### src/rtl/ltpi_pkg.sv
// ============================================================================
// Module  : ltpi_pkg
// Brief   : Shared link-training types, thresholds and frame-legality helper.
// Revision: 1.0 - initial release
// ============================================================================
`default_nettype none

package ltpi_pkg;

   typedef enum logic [3:0] {
      ST_INIT                    = 4'd0,
      ST_COMMA_HUNTING           = 4'd1,
      ST_WAIT_LINK_DETECT_LOCKED = 4'd2,
      ST_WAIT_LINK_SPEED_LOCKED  = 4'd3,
      ST_ADVERTISE               = 4'd4,
      ST_WAIT_IN_ADVERTISE       = 4'd5,
      ST_CONFIGURATION_OR_ACCEPT = 4'd6,
      ST_OPERATIONAL             = 4'd7,
      ST_LINK_LOST               = 4'd8
   } rstate_t;

   typedef enum logic [2:0] {
      FRM_DEFAULT   = 3'd0,
      FRM_DATA      = 3'd1,
      FRM_DETECT    = 3'd2,
      FRM_SPEED     = 3'd3,
      FRM_ADVERTISE = 3'd4,
      FRM_CONFIGURE = 3'd5,
      FRM_ACCEPT    = 3'd6
   } frm_type_t;

   localparam int unsigned DETECT_LOCK_CNT_DEF = 7;
   localparam int unsigned TX_DETECT_CNT_DEF   = 255;
   localparam int unsigned TX_SPEED_CNT_DEF    = 7;
   localparam int unsigned CRC_LOSS_CNT_DEF    = 3;
   localparam int unsigned TIMER_1MS_60MHZ     = 60000;

   // States without a frame whitelist accept everything.
   function automatic logic frm_allowed(input rstate_t st, input frm_type_t ft);
      case (st)
         ST_WAIT_LINK_DETECT_LOCKED: return (ft == FRM_DETECT) || (ft == FRM_SPEED);
         ST_WAIT_LINK_SPEED_LOCKED:  return (ft == FRM_SPEED);
         ST_ADVERTISE,
         ST_WAIT_IN_ADVERTISE:       return (ft == FRM_ADVERTISE);
         ST_CONFIGURATION_OR_ACCEPT: return (ft == FRM_ADVERTISE) || (ft == FRM_ACCEPT);
         ST_OPERATIONAL:             return (ft == FRM_DEFAULT) || (ft == FRM_DATA);
         default:                    return 1'b1;
      endcase
   endfunction

endpackage

`default_nettype wire

### src/rtl/mgmt_consec_counter.sv
// ============================================================================
// Module  : mgmt_consec_counter
// Brief   : Saturating event counter with a sticky registered threshold flag.
// Revision: 1.0 - initial release
// ============================================================================
`default_nettype none

module mgmt_consec_counter #(
   parameter int unsigned WIDTH     = 4,
   parameter int unsigned THRESHOLD = 7
) (
   input  logic clk,
   input  logic reset,
   input  logic inc,
   input  logic clr_cnt,
   input  logic clr_all,
   output logic hit
);

   localparam logic [WIDTH-1:0] TH_W  = WIDTH'(THRESHOLD);
   localparam logic [WIDTH-1:0] MAX_W = '1;

   logic [WIDTH-1:0] count;
   logic [WIDTH-1:0] count_nxt;
   logic             hit_nxt;

   // clr_cnt restarts the run but keeps the flag; clr_all drops both.
   always_comb begin
      count_nxt = count;
      if (clr_all || clr_cnt) begin
         count_nxt = '0;
      end else if (inc && (count != MAX_W)) begin
         count_nxt = count + WIDTH'(1);
      end
      hit_nxt = (hit && !clr_all) || (count_nxt >= TH_W);
   end

   always_ff @(posedge clk) begin
      if (reset) begin
         count <= '0;
         hit   <= 1'b0;
      end else begin
         count <= count_nxt;
         hit   <= hit_nxt;
      end
   end

endmodule

`default_nettype wire

### src/rtl/mgmt_phy_link_monitor.sv
// ============================================================================
// Module  : mgmt_phy_link_monitor
// Brief   : Watches link-training frames per state; flags lock, timeout, loss.
//           Optional MGMT_LINK_MONITOR_STATS_EN adds rx/crc statistics ports.
// Revision: 1.0 - initial release
// ============================================================================
`default_nettype none

module mgmt_phy_link_monitor
   import ltpi_pkg::*;
#(
   parameter int unsigned DETECT_LOCK_CNT = DETECT_LOCK_CNT_DEF,
   parameter int unsigned TX_DETECT_CNT   = TX_DETECT_CNT_DEF,
   parameter int unsigned TX_SPEED_CNT    = TX_SPEED_CNT_DEF,
   parameter int unsigned CRC_LOSS_CNT    = CRC_LOSS_CNT_DEF,
   parameter int unsigned SPEED_TIMEOUT   = TIMER_1MS_60MHZ
) (
   input  logic        clk,
   input  logic        reset,
   input  rstate_t     link_st,
   input  logic        rx_frm_valid,
   input  frm_type_t   rx_frm_type,
   input  logic        rx_crc_err,
   input  logic        tx_frm_done,
   input  frm_type_t   tx_frm_type,
   output logic        link_detect_locked,
   output logic        transmited_255_detect_frm,
   output logic        transmited_7_speed_frm,
   output logic        link_speed_timeout_detect,
   output logic        crc_consec_loss,
   output logic        unexpected_frame_error
`ifdef MGMT_LINK_MONITOR_STATS_EN
   ,
   output logic [15:0] rx_frm_cnt,
   output logic [15:0] crc_err_cnt
`endif
);

   localparam logic [15:0] TIMEOUT_W = 16'(SPEED_TIMEOUT);

   rstate_t     prev_st;
   logic [15:0] spd_timer;
   logic        spd_seen;

   // Events arriving in the same cycle as a state change belong to no state.
   logic entry, rx_ev, tx_ev, rx_good, rx_bad;
   logic in_det, in_spd, crc_mon, rx_good_speed;

   assign entry         = (link_st != prev_st);
   assign rx_ev         = rx_frm_valid && !entry;
   assign tx_ev         = tx_frm_done && !entry;
   assign rx_good       = rx_ev && !rx_crc_err;
   assign rx_bad        = rx_ev && rx_crc_err;
   assign in_det        = (link_st == ST_WAIT_LINK_DETECT_LOCKED);
   assign in_spd        = (link_st == ST_WAIT_LINK_SPEED_LOCKED);
   assign crc_mon       = (link_st != ST_INIT) && (link_st != ST_COMMA_HUNTING);
   assign rx_good_speed = rx_good && (rx_frm_type == FRM_SPEED);

   mgmt_consec_counter #(.WIDTH(4), .THRESHOLD(DETECT_LOCK_CNT)) u_det_lock (
      .clk     (clk),
      .reset   (reset),
      .inc     (in_det && rx_good && (rx_frm_type == FRM_DETECT)),
      .clr_cnt (in_det && rx_ev && (rx_crc_err || (rx_frm_type != FRM_DETECT))),
      .clr_all (entry),
      .hit     (link_detect_locked)
   );

   mgmt_consec_counter #(.WIDTH(8), .THRESHOLD(TX_DETECT_CNT)) u_tx_det (
      .clk     (clk),
      .reset   (reset),
      .inc     (in_det && tx_ev && (tx_frm_type == FRM_DETECT)),
      .clr_cnt (1'b0),
      .clr_all (entry),
      .hit     (transmited_255_detect_frm)
   );

   mgmt_consec_counter #(.WIDTH(4), .THRESHOLD(TX_SPEED_CNT)) u_tx_spd (
      .clk     (clk),
      .reset   (reset),
      .inc     (in_spd && tx_ev && (tx_frm_type == FRM_SPEED)),
      .clr_cnt (1'b0),
      .clr_all (entry),
      .hit     (transmited_7_speed_frm)
   );

   // Loss indication survives state changes; only a good frame or ST_INIT drops it.
   mgmt_consec_counter #(.WIDTH(4), .THRESHOLD(CRC_LOSS_CNT)) u_crc_loss (
      .clk     (clk),
      .reset   (reset),
      .inc     (crc_mon && rx_bad),
      .clr_cnt (entry),
      .clr_all ((entry && (link_st == ST_INIT)) || (crc_mon && rx_good)),
      .hit     (crc_consec_loss)
   );

   always_ff @(posedge clk) begin
      if (reset) begin
         prev_st                   <= ST_INIT;
         spd_timer                 <= '0;
         spd_seen                  <= 1'b0;
         link_speed_timeout_detect <= 1'b0;
         unexpected_frame_error    <= 1'b0;
      end else begin
         prev_st                <= link_st;
         unexpected_frame_error <= rx_good && !frm_allowed(link_st, rx_frm_type);
         if (entry) begin
            spd_timer                 <= '0;
            spd_seen                  <= 1'b0;
            link_speed_timeout_detect <= 1'b0;
         end else if (in_spd) begin
            if (rx_good_speed) begin
               spd_seen <= 1'b1;
            end else if (!spd_seen) begin
               if (spd_timer != 16'hFFFF) begin
                  spd_timer <= spd_timer + 16'd1;
               end
               if (spd_timer == TIMEOUT_W) begin
                  link_speed_timeout_detect <= 1'b1;
               end
            end
         end
      end
   end

`ifdef MGMT_LINK_MONITOR_STATS_EN
   always_ff @(posedge clk) begin
      if (reset) begin
         rx_frm_cnt  <= '0;
         crc_err_cnt <= '0;
      end else begin
         if (rx_frm_valid && (rx_frm_cnt != 16'hFFFF)) begin
            rx_frm_cnt <= rx_frm_cnt + 16'd1;
         end
         if (rx_frm_valid && rx_crc_err && (crc_err_cnt != 16'hFFFF)) begin
            crc_err_cnt <= crc_err_cnt + 16'd1;
         end
      end
   end
`else
   // Statistics counters are not built in this configuration.
`endif

endmodule

`default_nettype wire

### config.mk
export PLATFORM = sky130hd
export DESIGN_NAME = mgmt_phy_link_monitor
export DESIGN_NICKNAME = d
export VERILOG_FILES = /design/src/rtl/ltpi_pkg.sv /design/src/rtl/mgmt_consec_counter.sv /design/src/rtl/mgmt_phy_link_monitor.sv
export SDC_FILE = /design/constraint.sdc
export NUM_CORES = 1
export LEC_CHECK = 0
export CORE_MARGIN = 3
export CORE_UTILIZATION = 58
export DETAILED_ROUTE_END_ITERATION = 10
export HOLD_SLACK_MARGIN = 0.12
export PLACE_DENSITY = 0.81
export SLEW_MARGIN = 20
export SYNTH_ARGS = -nofsm -noshare
export SYNTH_HDL_FRONTEND = slang
export SYNTH_HIERARCHICAL = 1
export SYNTH_SLANG_ARGS = --single-unit
### constraint.sdc
create_clock -name clk -period 4.45 [get_ports clk]
set_input_delay 0.89 -clock clk [delete_from_list [all_inputs] [get_ports clk]]
set_output_delay 0.89 -clock clk [all_outputs]
set_load 0.05 [all_outputs]
==> qor.txt <==
adder-cell share of the synthesized area - 2.836%
worst slew pin tran - 0.8473 ns
CP required - 4.67 ns
largest family of logic cells by synthesized area - simple AND/OR/NAND/NOR gates
number of global-route vias before repair - 2225
Max Clock Freq - 291.0 MHz
clk_skew - 0.007714 ns
DRT Pass-1 Iters - 4
CTS resizes - 0
predominant post-synthesis flop cell - dfxtp_1
Crit Reg-Reg Startpoint - prev_st[3]
wire length per cell - 14.89 µm
WP data arrival - 3.66 ns
clk buf depth - 2
Synth-to-Final Area Change - 13.94%
Seq/Total Area, Yosys - 35.54%
mux cell area share after synthesis - 1.938%
outcome - complete, no violations
layout cell share with drive strength beyond 1 - 14.72%
first-pass GRT wire length - 9770 µm
highest-delay cell along the critical path - clkdlybuf4s50_1
CTS clk-pin slew, worst paths - 0.09 ns
clock power share - 40.3%
core box area - 4202 µm²
total leakage power - 0.9265 nW
CP cell instances - clkdlybuf4s50_1 > xnor2_1 > nand4_1 > or3_1 > nor3_1 > buf_4 > and3_1 > a31oi_1 > nor4b_2 > o211ai_1 > o31ai_2
HP Start - link_speed_timeout_detect
syn avg cell area - 8.825 µm²
max_slew headroom - 43.13%
Final setup viols - 0
post-synthesis compound-gate area fraction - 18.01%
worst hold margin - 0.4973 ns
sw power - 0.1740 mW
Die W - 73.56 µm
Netlist cell types - 69
RSZ-0062 raised after global routing - false
clock buffers created by TritonCTS - 5
EDFF count, synth - 0
CP bufs+invs - 2
crit path launch type - input port
Detailed Place HPWL - 4037 µm
Hold WC Path Type - reg2reg
Sequential Power Share - 53.9%
simple-gate area share of the yosys netlist - 34.97%
max-slew violation count - 0
Area contributors post-synth - dfxtp_1, a21oi_1, nor2_1
r2r endpoint - u_tx_det/hit
Vias/cell - 6.213
Synth Cell Area - 2648 µm²
commonest cells in the netlist - dfxtp_1, a21oi_1, nor2_1
share of the synthesized area in the top cell type - 35.54%
Root Buffer Master - clkbuf_8
Total GRT Usage - 22.90%
crit end category - flop
footprint of the multi-input gates - 1640 µm²
#FFs+latches synth - 47
ANT nets after route - 0
Reg area - 940.9 µm²
Top Ports - 21
CTS Sinks - 47
Int Power - 0.6110 mW
Fin. Hold Viols - 0
critical path type - in2reg
setup TNS - 0 ns
insertion delay to the later sink of the worst-skew pair - 0.30 ns
worst vdd ir - 0.1829 mV
I/O Buffers - 20
combinational share of power - 5.8%
critical path's top delay family - simple AND/OR/NAND/NOR gates
CTS H-tree depth - 2
Starting Density - 63.01%
final worst path period share - 77.21%
Cells after Synth - 300
most frequent cell after synthesis - dfxtp_1
power density cells - 260.2 nW/µm²
hold buffer count at cts - 0
Synth area leader - dfxtp_1
vias - 2336
initial antenna violation count - 0
Max-Cap Viols - 0
nets@finish - 346
row count - 23
Fillers - 326
setup slack, reg-to-reg - 1.96 ns
Async SR Flop Fraction - 0%
crit-path max FO - 8
largest net degree at the start of global routing - 23
ANT cells - 0
hold endpoint - link_speed_timeout_detect
Sw Share - 22.16%
Ys Warns - 6
detailed-route DRC error count - 0
grt ovf - 0
max incr delay on CP - 0.67 ns
Die Y-Extent - 73.56 µm
worst hold stages - 1
DR iter-0 viols - 151
cell depth of the worst flop-to-flop path - 10
TritonCTS clock tree - built
Placer Congestion - 0.8341
die area - 5411 µm²
routed wire length - 5597 µm
Synth Area in XOR/XNOR - 3.639%
setup repair bufs after CTS - 0
Tmin final - 3.436 ns
## power groups by stage
stage          Combinational [mW]  Sequential (mW)  Clock (mW)
3_5_place_dp               0.0451            0.433           0
2_1_floorplan              0.0221            0.433           0
6_report                   0.0453            0.423       0.317
4_1_cts                    0.0455            0.423       0.327
3_3_place_gp               0.0449            0.433           0
5_1_grt                    0.0501            0.423       0.340
## layout by cell type, fill, tap and decap left out, types with 8 or more instances in the layout
cell type	Yosys	final
or3_1	12	12
nand4_1	8	8
nor2_1	23	23
a21oi_1	24	24
nand3_1	15	15
o21ai_0	12	12
nand2_1	19	19
clkdlybuf4s50_1	0	20
inv_1	8	8
dfxtp_1	47	47
## final cells by class
type	instances	area share (%)
Clock buffer	5	2.281
Inverter	8	0.9954
Sequential cell	47	31.19
Timing Repair Buffer	24	7.632
Clock inverter	3	1.452
Tap cell	50	2.074
Multi-Input combinational cell	239	54.38
## how the worst max path moves through the flow
stage          slack, ns  startpoint            to  cells past startpoint
3_3_place_gp        0.83  link_st[0]  u_tx_det/hit                     11
3_5_place_dp        0.72  link_st[0]  u_tx_det/hit                     11
5_1_grt             0.83  link_st[0]  u_tx_det/hit                     11
2_1_floorplan       0.95  link_st[0]  u_tx_det/hit                     11
6_report            1.01  link_st[0]  u_tx_det/hit                     11
4_1_cts             1.03  link_st[0]  u_tx_det/hit                     11
## layer usage
layer | vias up | global-route usage (%) | wire (µm)
met2 | 45 | 37.60 | 2733
met5 | - | 0 | 0
li1 | 1175 | - | -
met1 | 1103 | 29.17 | 2539
met4 | 0 | 9.859 | 117
met3 | 13 | 4.241 | 206
## through the flow
stage          util (%)  instances  total power [mW]  worst slack, ns  cell area (µm²)
2_1_floorplan         -        303            0.4550           0.9480             2659
4_1_cts           71.80        376            0.7953            1.033             3017
3_5_place_dp      69.12        368            0.4782           0.7206             2904
6_report          71.80        376            0.7850            1.014             3017
5_1_grt           71.80        376            0.8131           0.8340             3017
3_3_place_gp      69.12        368            0.4780           0.8262             2904
## worst reg2reg max path, cell delays in order, from the launching register on
cell and delay, ns:
dfxtp_1 0.32, xnor2_1 0.16, nand4_1 0.13, or3_1 0.40, nor3_1 0.18, buf_4 0.18, and3_1 0.28, a31oi_1 0.14
nor4b_2 0.24, o211ai_1 0.13, o31ai_2 0.24
## cells by family (layout without fill, tap and decap cells)
logic type / count (synthesis) / in the layout
AND/OR/NAND/NOR: 145 / 145
adder cells (fa/ha/maj): 6 / 6
XOR/XNOR: 11 / 11
AO/OA/AOI/OAI: 68 / 68
buffers and inverters: 17 / 40
flip-flops: 47 / 47
other: 1 / 4
multiplexers: 5 / 5
## flip-flops by register name, indices dropped and copies added, names as in the netlist, 4 cells and up
register / flops
spd_timer: 16
u_tx_det/count: 8
prev_st: 4
u_crc_loss/count: 4
u_det_lock/count: 4
u_tx_spd/count: 4
Note: power is estimated with default switching activity, not from simulation.
